$ cat src/rtl/imem_ctrl_pkg.sv
// Shared types and constants for the instruction-memory controller and its arbiter.
package imem_ctrl_pkg;

  localparam int DefAddrBits  = 19;
  localparam int BytesPerWord = 4;

  localparam logic [2:0] LastRdCnt = 3'(BytesPerWord);
  localparam logic [2:0] LastWrCnt = 3'(BytesPerWord - 1);

  typedef enum logic [1:0] {
    IDLE = 2'd0,
    RD   = 2'd1,
    WR   = 2'd2,
    RESP = 2'd3
  } state_e;

  typedef enum logic {
    GNT_IF = 1'b0,
    GNT_LD = 1'b1
  } grant_e;

endpackage

$ cat src/rtl/imem_ctrl_if.sv
// Requester-side bundle: instruction fetch port and program-loader write port.
interface imem_ctrl_if #(
  parameter int RegBits = 32
);

  logic               if_req;
  logic [RegBits-1:0] if_addr;
  logic               if_ack;
  logic               if_err;
  logic [RegBits-1:0] if_rdata;
  logic               ld_req;
  logic [RegBits-1:0] ld_addr;
  logic [RegBits-1:0] ld_wdata;
  logic               ld_ack;
  logic               ld_err;

  modport master (
    output if_req, if_addr, ld_req, ld_addr, ld_wdata,
    input  if_ack, if_err, if_rdata, ld_ack, ld_err
  );

  modport slave (
    input  if_req, if_addr, ld_req, ld_addr, ld_wdata,
    output if_ack, if_err, if_rdata, ld_ack, ld_err
  );

endinterface

$ cat src/rtl/imem_ctrl_rr_arb2.sv
// Two-requester round-robin arbiter; on a conflict the requester not granted last time wins.
module rr_arb2
  import imem_ctrl_pkg::*;
(
  input  logic   clk_i,
  input  logic   rst_i,
  input  logic   req_if_i,
  input  logic   req_ld_i,
  input  logic   accept_i,
  output logic   valid_o,
  output grant_e gnt_o
);

  grant_e last_q;

  // Grant selection
  always_comb begin
    valid_o = req_if_i | req_ld_i;
    if (req_if_i && req_ld_i) begin
      gnt_o = (last_q == GNT_IF) ? GNT_LD : GNT_IF;
    end else if (req_ld_i) begin
      gnt_o = GNT_LD;
    end else begin
      gnt_o = GNT_IF;
    end
  end

  // History only moves when the grant is actually taken
  always_ff @(posedge clk_i or posedge rst_i) begin
    if (rst_i) begin
      last_q <= GNT_IF;
    end else if (accept_i && valid_o) begin
      last_q <= gnt_o;
    end else begin
      last_q <= last_q;
    end
  end

endmodule

$ cat src/rtl/imem_ctrl.sv
// Byte-serial sequencer sharing a single-port byte memory between fetch and loader ports.
module imem_ctrl
  import imem_ctrl_pkg::*;
#(
  parameter int RegBits  = 32,
  parameter int AddrBits = DefAddrBits
) (
  input  logic                clk_i,
  input  logic                rst_i,
  imem_ctrl_if.slave          bus,
  output logic                busy_o,
  output logic [AddrBits-1:0] mem_addr_o,
  output logic                mem_we_o,
  output logic [7:0]          mem_wdata_o,
  input  logic [7:0]          mem_rdata_i
);

  localparam logic [1:0] S_IDLE = IDLE;
  localparam logic [1:0] S_RD   = RD;
  localparam logic [1:0] S_WR   = WR;
  localparam logic [1:0] S_RESP = RESP;

  logic [1:0]          state_q, state_d;
  logic [2:0]          cnt_q, cnt_d;
  logic [AddrBits-1:0] base_q, base_d;
  logic [RegBits-1:0]  wdata_q, wdata_d;
  logic [RegBits-1:0]  asm_q, asm_d;
  grant_e              gnt_q, gnt_d;
  logic                err_q, err_d;

  logic                busy_q, mem_we_q, if_ack_q, if_err_q, ld_ack_q, ld_err_q;
  logic [AddrBits-1:0] mem_addr_q;
  logic [7:0]          mem_wdata_q;
  logic [RegBits-1:0]  if_rdata_q;

  logic                arb_valid, accept, mem_active;
  grant_e              arb_gnt;
  logic [RegBits-1:0]  req_addr;
  logic                unused_addr_hi;

  assign accept         = (state_q == S_IDLE);
  assign req_addr       = (arb_gnt == GNT_LD) ? bus.ld_addr : bus.if_addr;
  assign unused_addr_hi = ^req_addr[RegBits-1:AddrBits];

  rr_arb2 u_arb (
    .clk_i    (clk_i),
    .rst_i    (rst_i),
    .req_if_i (bus.if_req),
    .req_ld_i (bus.ld_req),
    .accept_i (accept),
    .valid_o  (arb_valid),
    .gnt_o    (arb_gnt)
  );

  // Next-state logic; byte lanes are filled in as the registered read data arrives
  always_comb begin
    state_d = state_q;
    cnt_d   = cnt_q;
    base_d  = base_q;
    wdata_d = wdata_q;
    asm_d   = asm_q;
    gnt_d   = gnt_q;
    err_d   = err_q;
    case (state_q)
      S_IDLE: begin
        if (arb_valid) begin
          gnt_d   = arb_gnt;
          base_d  = req_addr[AddrBits-1:0];
          wdata_d = bus.ld_wdata;
          cnt_d   = 3'd0;
          asm_d   = {RegBits{1'b0}};
          if (req_addr[1:0] != 2'b00) begin
            err_d   = 1'b1;
            state_d = S_RESP;
          end else begin
            err_d   = 1'b0;
            state_d = (arb_gnt == GNT_LD) ? S_WR : S_RD;
          end
        end else begin
          state_d = S_IDLE;
        end
      end
      S_RD: begin
        if (cnt_q != 3'd0) begin
          asm_d = asm_q | (RegBits'(mem_rdata_i) << {cnt_q - 3'd1, 3'b000});
        end else begin
          asm_d = asm_q;
        end
        if (cnt_q == LastRdCnt) begin
          state_d = S_RESP;
          cnt_d   = 3'd0;
        end else begin
          cnt_d = cnt_q + 3'd1;
        end
      end
      S_WR: begin
        if (cnt_q == LastWrCnt) begin
          state_d = S_RESP;
          cnt_d   = 3'd0;
        end else begin
          cnt_d = cnt_q + 3'd1;
        end
      end
      S_RESP:  state_d = S_IDLE;
      default: state_d = S_IDLE;
    endcase
  end

  assign mem_active = (state_d == S_WR) || ((state_d == S_RD) && (cnt_d != LastRdCnt));

  // State and registered outputs, all derived from next-state so they align with state_q
  always_ff @(posedge clk_i or posedge rst_i) begin
    if (rst_i) begin
      state_q     <= S_IDLE;
      cnt_q       <= 3'd0;
      base_q      <= {AddrBits{1'b0}};
      wdata_q     <= {RegBits{1'b0}};
      asm_q       <= {RegBits{1'b0}};
      gnt_q       <= GNT_IF;
      err_q       <= 1'b0;
      busy_q      <= 1'b0;
      mem_addr_q  <= {AddrBits{1'b0}};
      mem_we_q    <= 1'b0;
      mem_wdata_q <= 8'd0;
      if_ack_q    <= 1'b0;
      if_err_q    <= 1'b0;
      if_rdata_q  <= {RegBits{1'b0}};
      ld_ack_q    <= 1'b0;
      ld_err_q    <= 1'b0;
    end else begin
      state_q     <= state_d;
      cnt_q       <= cnt_d;
      base_q      <= base_d;
      wdata_q     <= wdata_d;
      asm_q       <= asm_d;
      gnt_q       <= gnt_d;
      err_q       <= err_d;
      busy_q      <= (state_d != S_IDLE);
      mem_addr_q  <= mem_active ? (base_d + AddrBits'(cnt_d)) : {AddrBits{1'b0}};
      mem_we_q    <= (state_d == S_WR);
      mem_wdata_q <= (state_d == S_WR) ? 8'(wdata_d >> {cnt_d[1:0], 3'b000}) : 8'd0;
      if_ack_q    <= (state_d == S_RESP) && (gnt_d == GNT_IF);
      if_err_q    <= (state_d == S_RESP) && (gnt_d == GNT_IF) && err_d;
      if_rdata_q  <= ((state_d == S_RESP) && (gnt_d == GNT_IF) && !err_d) ? asm_d : {RegBits{1'b0}};
      ld_ack_q    <= (state_d == S_RESP) && (gnt_d == GNT_LD);
      ld_err_q    <= (state_d == S_RESP) && (gnt_d == GNT_LD) && err_d;
    end
  end

  assign busy_o       = busy_q;
  assign mem_addr_o   = mem_addr_q;
  assign mem_we_o     = mem_we_q;
  assign mem_wdata_o  = mem_wdata_q;
  assign bus.if_ack   = if_ack_q;
  assign bus.if_err   = if_err_q;
  assign bus.if_rdata = if_rdata_q;
  assign bus.ld_ack   = ld_ack_q;
  assign bus.ld_err   = ld_err_q;

endmodule

$ cat src/flat_wrapper.sv
// flat-port wrapper written by rule: the top's interface ports become plain ports
module imem_ctrl_flat import imem_ctrl_pkg::*;
#(
  parameter int RegBits  = 32,
  parameter int AddrBits = DefAddrBits
)
  (clk_i, rst_i, busy_o, mem_addr_o, mem_we_o, mem_wdata_o, mem_rdata_i, bus_if_req, bus_if_addr, bus_ld_req, bus_ld_addr, bus_ld_wdata, bus_if_ack, bus_if_err, bus_if_rdata, bus_ld_ack, bus_ld_err);
  imem_ctrl_if #(.RegBits(RegBits)) bus_i ();
  input  logic clk_i;
  input  logic rst_i;
  output logic busy_o;
  output logic [AddrBits-1:0] mem_addr_o;
  output logic mem_we_o;
  output logic [7:0] mem_wdata_o;
  input  logic [7:0] mem_rdata_i;
  input wire logic [$bits(bus_i.if_req)-1:0] bus_if_req;
  input wire logic [$bits(bus_i.if_addr)-1:0] bus_if_addr;
  input wire logic [$bits(bus_i.ld_req)-1:0] bus_ld_req;
  input wire logic [$bits(bus_i.ld_addr)-1:0] bus_ld_addr;
  input wire logic [$bits(bus_i.ld_wdata)-1:0] bus_ld_wdata;
  output wire logic [$bits(bus_i.if_ack)-1:0] bus_if_ack;
  output wire logic [$bits(bus_i.if_err)-1:0] bus_if_err;
  output wire logic [$bits(bus_i.if_rdata)-1:0] bus_if_rdata;
  output wire logic [$bits(bus_i.ld_ack)-1:0] bus_ld_ack;
  output wire logic [$bits(bus_i.ld_err)-1:0] bus_ld_err;
  assign bus_i.if_req = bus_if_req;
  assign bus_i.if_addr = bus_if_addr;
  assign bus_i.ld_req = bus_ld_req;
  assign bus_i.ld_addr = bus_ld_addr;
  assign bus_i.ld_wdata = bus_ld_wdata;
  assign bus_if_ack = bus_i.if_ack;
  assign bus_if_err = bus_i.if_err;
  assign bus_if_rdata = bus_i.if_rdata;
  assign bus_ld_ack = bus_i.ld_ack;
  assign bus_ld_err = bus_i.ld_err;
  imem_ctrl #(.RegBits(RegBits), .AddrBits(AddrBits)) u_core (.clk_i(clk_i), .rst_i(rst_i), .bus(bus_i), .busy_o(busy_o), .mem_addr_o(mem_addr_o), .mem_we_o(mem_we_o), .mem_wdata_o(mem_wdata_o), .mem_rdata_i(mem_rdata_i));
endmodule
$ cat config.mk
export PLATFORM = sky130hd
export DESIGN_NAME = imem_ctrl_flat
export DESIGN_NICKNAME = d
export VERILOG_FILES = /design/src/rtl/imem_ctrl_pkg.sv /design/src/rtl/imem_ctrl_if.sv /design/src/rtl/imem_ctrl_rr_arb2.sv /design/src/rtl/imem_ctrl.sv /design/src/flat_wrapper.sv
export SDC_FILE = /design/constraint.sdc
export NUM_CORES = 1
export LEC_CHECK = 0
export ABC_AREA = 0
export CAP_MARGIN = 20
export CORE_MARGIN = 1
export CORE_UTILIZATION = 30
export CTS_CLUSTER_DIAMETER = 50
export DETAILED_ROUTE_END_ITERATION = 6
export GPL_ROUTABILITY_DRIVEN = 0
export SLEW_MARGIN = 20
export SYNTH_ARGS = -nofsm -noshare
export SYNTH_HDL_FRONTEND = slang
export SYNTH_SLANG_ARGS = --single-unit
$ cat constraint.sdc
create_clock -name clk_i -period 5.45 [get_ports clk_i]
set_clock_uncertainty 0.05 [all_clocks]
set_input_delay 1.09 -clock clk_i [delete_from_list [all_inputs] [get_ports clk_i]]
set_output_delay 1.09 -clock clk_i [all_outputs]
set_load 0.05 [all_outputs]
==> results.sh, run 1 <==
export IMPL_outcome="complete, no violations"
export IMPL_insertion_delay_ns=0.43
export IMPL_r2r_slack_ns=1.73
export IMPL_setup_violations=0
export IMPL_crit_path_max_incr_delay_ns=0.65
export IMPL_r2r_start="u_core.state_q[0]"
export IMPL_worst_slew_pin_slew_ns=0.941
export IMPL_coreArea_mm2=0.0218
export IMPL_syn_avg_cell_area_um2=11.0
export IMPL_clock_path_buffers=2
export IMPL_power_density_mw_per_mm2=602
export IMPL_final_common_cell="dfrtp_1"
export IMPL_synth_edff_count=0
export IMPL_drc_errors=0
export IMPL_cts_tree="built"
export IMPL_grt_overflow_total=0
export IMPL_firstDrtPassIters=4
export IMPL_min_to="u_core.wdata_q[24]"
export IMPL_cp_end_kind="register"
export IMPL_grt_usage_pct=15.7
export IMPL_synthArstFlopShare_pct=100
export IMPL_yosysWarnings=0
export IMPL_slowest_stage="clkdlybuf4s50_1"
export IMPL_synth_cells=606
export IMPL_antenna_found_initial=0
export IMPL_worstSetupPathType="in -> reg"
export IMPL_drive_gt1_share_pct=9.04
export IMPL_ff2ff_path_depth=9
export IMPL_synth_seq_cells=156
export IMPL_grt_pass1_vias=4926
export IMPL_seq_area_frac_synth_pct=58.7
export IMPL_min_path_type="reg -> reg"
export IMPL_post_cts_buffers=0
export IMPL_initial_core_util_pct=30.6
export IMPL_p_leak_nw=4.08
export IMPL_final_net_count=867
export IMPL_fin_area_mm2=0.00898
export IMPL_hold_buffers=0
export IMPL_die_h_um=151
export IMPL_cts_root_buf="clkbuf_16"
export IMPL_hold_viol_final=0
export IMPL_io_buffers=146
export IMPL_maxCapViolCount=0
export IMPL_drv_slew=0
export IMPL_dp_hpwl_um=11600
export IMPL_timing_rr_end="u_core.mem_addr_o[18]"
export IMPL_clk_transition_reported_paths_ns=0.07
export IMPL_cp_cell_sequence="clkdlybuf4s50_1 > or2_2 > o21ai_1 > a21oi_2 > inv_1 > ha_1 > fa_1 > a21o_1 > nand4_4 > or3_1 > or4_1 > a21oi_1"
export IMPL_finish_utilization_pct=41.3
export IMPL_fillCellCount=2146
export IMPL_grt_pass1_wl_um=26700
export IMPL_synthesis_area_mm2=0.00665
export IMPL_rsz0062_at_grt="no"
export IMPL_ctsResizeCount=0
export IMPL_hold_depth=2
export IMPL_worst_ep_arrival_time_ns=4.53
export IMPL_fmax_mhz=236
export IMPL_total_power_mw=5.41
export IMPL_final_cell_mix="dfrtp_1 (156), clkdlybuf4s50_1 (146), nand2_1 (125)"
export IMPL_postPlaceCellArea_mm2=0.00838
export IMPL_layout_min_cycle_time_ns=4.23
export IMPL_vias=4846
export IMPL_tns_ns=0
export IMPL_cts_sinks=156
export IMPL_cts_inserted_buffers=17
export IMPL_synthTopCellsByArea="dfrtp_1 (59%), nand2_1 (7.1%), a22o_1 (4.1%)"
export IMPL_diodes=0
export IMPL_finalCritPeriodShare_pct=77.6
export IMPL_worst_ep_required_time_ns=5.75
export IMPL_final_cells=1043
export IMPL_ant_nets=0
export IMPL_syn_nets=723
export IMPL_wire_per_inst_um=16.0
export IMPL_io_pins=173
export IMPL_slew_headroom_pct=37.3
export IMPL_synth_cell_type_count=58
export IMPL_grt_max_degree=103
export IMPL_start_kind="primary input"
export IMPL_cts_htree_levels=4
export IMPL_fp_row_count=54
export IMPL_synth_top_area_share_pct=58.7
export IMPL_die_w_um=151
export IMPL_viasPerCell=4.65
export IMPL_cp_max_fo=15
export IMPL_drtIter0Drc=219
export IMPL_area_delta_synth_final_pct=35.0
export IMPL_ir_drop_v=0.000256
export IMPL_yosysTopAreaCell="dfrtp_1"
export IMPL_hp_start="u_core.wdata_q[24]"
export IMPL_synth_ff_type="dfrtp_1"
export IMPL_placed_cells=1011
export IMPL_fp_dieArea_mm2=0.0228
export IMPL_drt_wl_total_um=16700
==> area by class of cell <==
cell class,count,area (µm²),share of cell area (%)
timing repair buffer,159,1560,17.4
clock inverter,14,160,1.78
inverter,20,80.1,0.892
clock buffer,18,439,4.89
multi-input combinational,396,2490,27.7
tap,280,350,3.90
sequential,156,3900,43.5
==> state kept, by name, indices dropped and copies added, names as in the netlist <==
register,cells
u_core.asm_q,32
u_core.bus.if_rdata,32
u_core.wdata_q,32
u_core.base_q,19
u_core.mem_addr_o,19
u_core.mem_wdata_o,8
u_core.cnt_q,3
u_core.state_q,2
u_core.bus.if_ack,1
u_core.bus.if_err,1
u_core.bus.ld_ack,1
u_core.bus.ld_err,1
u_core.busy_o,1
u_core.err_q,1
u_core.gnt_q,1
u_core.mem_we_o,1
u_core.u_arb.last_q,1
==> cell families (layout without fill, tap and decap cells) <==
family,Yosys count,in the layout,share of synthesized area (%)
DFF,156,156,58.7
AOI/OAI and AO/OA,90,90,11.2
adders and majority gates,9,9,1.81
and+or+nand+nor,254,254,18.1
buffers and inverters,54,211,3.97
muxes,27,27,4.21
xor gates and xnor gates,16,16,2.11
==> power breakdown <==
group,switching (mW),total [mW],internal [mW]
clock network,0.508,1.20,0.697
registers,0.134,1.70,1.56
logic,1.56,2.51,0.949
==> layer usage <==
layer	GRT usage, %	routed length, µm
met2	24.3	7630
met5	0	0
met4	5.35	212
met3	3.70	881
met1	21.4	7960
==> critical path, delay by kind of cell <==
family	cells	cell delay [ns]
buf+inv	2	0.74
fa+ha+maj	2	0.42
simple gates	4	1.47
compound gates	4	0.79
==> cell usage after synthesis (all sizes together) (2+ instances only) <==
master,number
a22oi,3
ha,8
mux2,8
or2,3
nor3,3
nand3,5
o32ai,2
nor2b,28
nand4,4
nor4,6
clkbuf,13
a21oi,15
and3,21
nand2,127
o32a,5
and2,9
xor2,3
dfrtp,156
o31ai,2
xnor2,13
mux2i,19
buf,21
nor2,42
a31oi,9
a21o,4
a2bb2oi,2
o21ai,7
a32o,2
a22o,31
inv,20
==> worst max path at each step <==
| stage | from | end | slack [ns] |
|---|---|---|---|
| final | bus_ld_req | u_core.mem_addr_o[18] | 1.22 |
| after global routing | bus_ld_req | u_core.mem_addr_o[18] | 0.97 |
| after CTS | bus_ld_req | u_core.mem_addr_o[18] | 1.23 |
| after detailed placement | bus_ld_req | u_core.mem_addr_o[18] | 0.77 |
| after global placement | bus_ld_req | u_core.mem_addr_o[18] | 0.83 |
| after floorplan | rst_i | u_core.asm_q[0] | 0.10 |
==> metrics by stage <==
stage	hold WS, ns	setup slack [ns]
floorplan	0.390	0.103
detailed placement	0.407	0.771
finish	0.425	1.22
CTS	0.423	1.23
global placement	0.404	0.835
global route	0.434	0.968
Note: power is estimated with default switching activity, not from simulation.
==> inputs of run 2 (changes only) <==
Clock period 5.45 ns to 3.8 ns, I/O delays scaled along.
==> run 2 against run 1 <==
Net effect: final cell count grew 2.6%; utilization grew 0.94 points; global-route usage grew 0.44 points; critical path type unchanged; critical endpoint unchanged; flip-flop and latch count is the same.
==> results.sh, run 2 (synthesis gave the netlist of run 1 again) <==
export IMPL_outcome="complete, no violations"
export IMPL_r2r_slack_ns=0.65
export IMPL_drive_gt1_share_pct=12.3
export IMPL_cts_root_buf="clkbuf_16"
export IMPL_hp_start="u_core.wdata_q[21]"
export IMPL_r2r_start="u_core.state_q[0]"
export IMPL_setup_violations=0
export IMPL_grt_pass1_wl_um=27600
export IMPL_die_h_um=151
export IMPL_hold_depth=2
export IMPL_ant_nets=0
export IMPL_fp_row_count=54
export IMPL_crit_path_max_incr_delay_ns=0.50
export IMPL_drc_errors=0
export IMPL_viasPerCell=4.63
export IMPL_p_leak_nw=4.21
export IMPL_ctsResizeCount=0
export IMPL_cts_inserted_buffers=17
export IMPL_pre_cts_slack_ns=-0.0245
export IMPL_total_power_mw=7.94
export IMPL_min_to="u_core.wdata_q[21]"
export IMPL_insertion_delay_ns=0.42
export IMPL_dp_hpwl_um=12000
export IMPL_antenna_found_initial=0
export IMPL_min_path_type="reg -> reg"
export IMPL_pwr_share_seq_pct=30.7
export IMPL_grt_usage_pct=16.1
export IMPL_grt_pass1_vias=5109
export IMPL_fp_dieArea_mm2=0.0228
export IMPL_pwr_share_clk_pct=20.8
export IMPL_hold_viol_final=0
export IMPL_ir_drop_v=0.000386
export IMPL_cp_cell_sequence="clkdlybuf4s50_1 > or2_2 > o21ai_1 > buf_4 > a221o_1 > ha_1 > a21o_1 > nand4_4 > or3_1 > or4_1 > a21oi_1"
export IMPL_final_net_count=894
export IMPL_clock_path_buffers=2
export IMPL_ff2ff_path_depth=10
export IMPL_cts_htree_levels=4
export IMPL_worst_ep_required_time_ns=4.10
export IMPL_area_delta_synth_final_pct=38.0
export IMPL_setup_ws_ns=0.409
export IMPL_firstDrtPassIters=7
export IMPL_power_density_mw_per_mm2=864
export IMPL_drtIter0Drc=177
export IMPL_post_cts_buffers=0
export IMPL_cp_end_kind="register"
export IMPL_slew_headroom_pct=51.4
export IMPL_worstSetupPathType="in -> reg"
export IMPL_finalCritPeriodShare_pct=89.2
export IMPL_fmax_mhz=295
export IMPL_rsz0062_at_grt="no"
export IMPL_switching_share_pct=41.2
export IMPL_hold_buffers=0
export IMPL_worst_ep_arrival_time_ns=3.69
export IMPL_p_sw_mw=3.27
export IMPL_final_common_cell="dfrtp_1"
export IMPL_timing_rr_end="u_core.mem_addr_o[18]"
export IMPL_cp_max_fo=4
export IMPL_initial_core_util_pct=30.6
export IMPL_diodes=0
export IMPL_drt_wl_total_um=16900
export IMPL_maxCapViolCount=0
export IMPL_combPwrFrac_pct=48.5
export IMPL_grt_max_degree=65
export IMPL_drv_slew=0
export IMPL_p_int_mw=4.67
export IMPL_cts_tree="built"
export IMPL_vias=4956
export IMPL_grt_overflow_total=0
export IMPL_io_buffers=146
export IMPL_slowest_stage="clkdlybuf4s50_1"
export IMPL_layout_min_cycle_time_ns=3.39
export IMPL_coreArea_mm2=0.0218
export IMPL_start_kind="primary input"
export IMPL_final_cell_mix="dfrtp_1 (156), clkdlybuf4s50_1 (146), nand2_1 (125)"
export IMPL_cts_sinks=156
export IMPL_clk_transition_reported_paths_ns=0.07
export IMPL_die_w_um=151
export IMPL_io_pins=173
export IMPL_wire_per_inst_um=15.8
export IMPL_worst_slew_pin_slew_ns=0.727
run 2: power groups by stage:
| stage | Clock (mW) | Combinational [mW] | Sequential (mW) |
|---|---|---|---|
| 2_1_floorplan | 0 | 2.15 | 2.93 |
| 3_3_place_gp | 0 | 3.82 | 2.46 |
| 3_5_place_dp | 0 | 3.87 | 2.47 |
| 4_1_cts | 1.69 | 3.89 | 2.44 |
| 5_1_grt | 1.78 | 4.22 | 2.50 |
| 6_report | 1.65 | 3.85 | 2.44 |
run 2: area by class of cell:
cell class	count	area, µm²
fillers	2119	12600
flip-flops and latches	156	3900
clock inverters	15	149
multi-input cells	396	2490
inverters	20	78.8
repair buffers	186	1790
clock buffers	17	425
well taps	280	350
run 2: routing by layer:
| layer | track usage [%] | routed length, µm | vias to the layer above |
|---|---|---|---|
| met5 | 0 | 0 | - |
| met4 | 5.25 | 269 | 0 |
| met3 | 4.58 | 968 | 16 |
| met2 | 24.3 | 7580 | 128 |
| met1 | 22.1 | 8130 | 2418 |
| li1 | - | - | 2394 |
run 2: worst max-delay path, delay by kind of cell:
kind	cells	cell delay (ns)
simple gates	4	1.09
fa+ha+maj	1	0.36
compound gates	4	0.83
buf+inv	2	0.66
run 2: worst max-delay path by stage:
stage	to	slack [ns]	depth (start not counted)	startpoint
after floorplan	u_core.mem_addr_o[18]	0.03	16	bus_if_req
after global placement	u_core.mem_addr_o[18]	-0.02	11	bus_ld_req
after detailed placement	u_core.mem_addr_o[18]	-0.02	11	bus_ld_req
after CTS	u_core.mem_addr_o[18]	0.42	11	bus_ld_req
after global routing	u_core.mem_addr_o[18]	0.22	12	bus_ld_req
final	u_core.mem_addr_o[18]	0.41	11	bus_ld_req
run 2: metrics by stage:
stage                     util (%)  area [µm²]  setup TNS [ns]  hold slack [ns]  cells
after detailed placement      39.6        8610         -0.0245            0.408   1038
after floorplan                  -        6660               0            0.390    606
after global routing          42.2        9190               0            0.447   1070
after global placement        39.6        8610         -0.0163            0.404   1038
final                         42.2        9190               0            0.419   1070
after CTS                     42.2        9190               0            0.425   1070
==> inputs of run 3 (changes only) <==
Settings changed: SKIP_LAST_GASP set to 1.
==> results of run 3 <==
Final layout, timing and power as in run 2 (identical DEF).
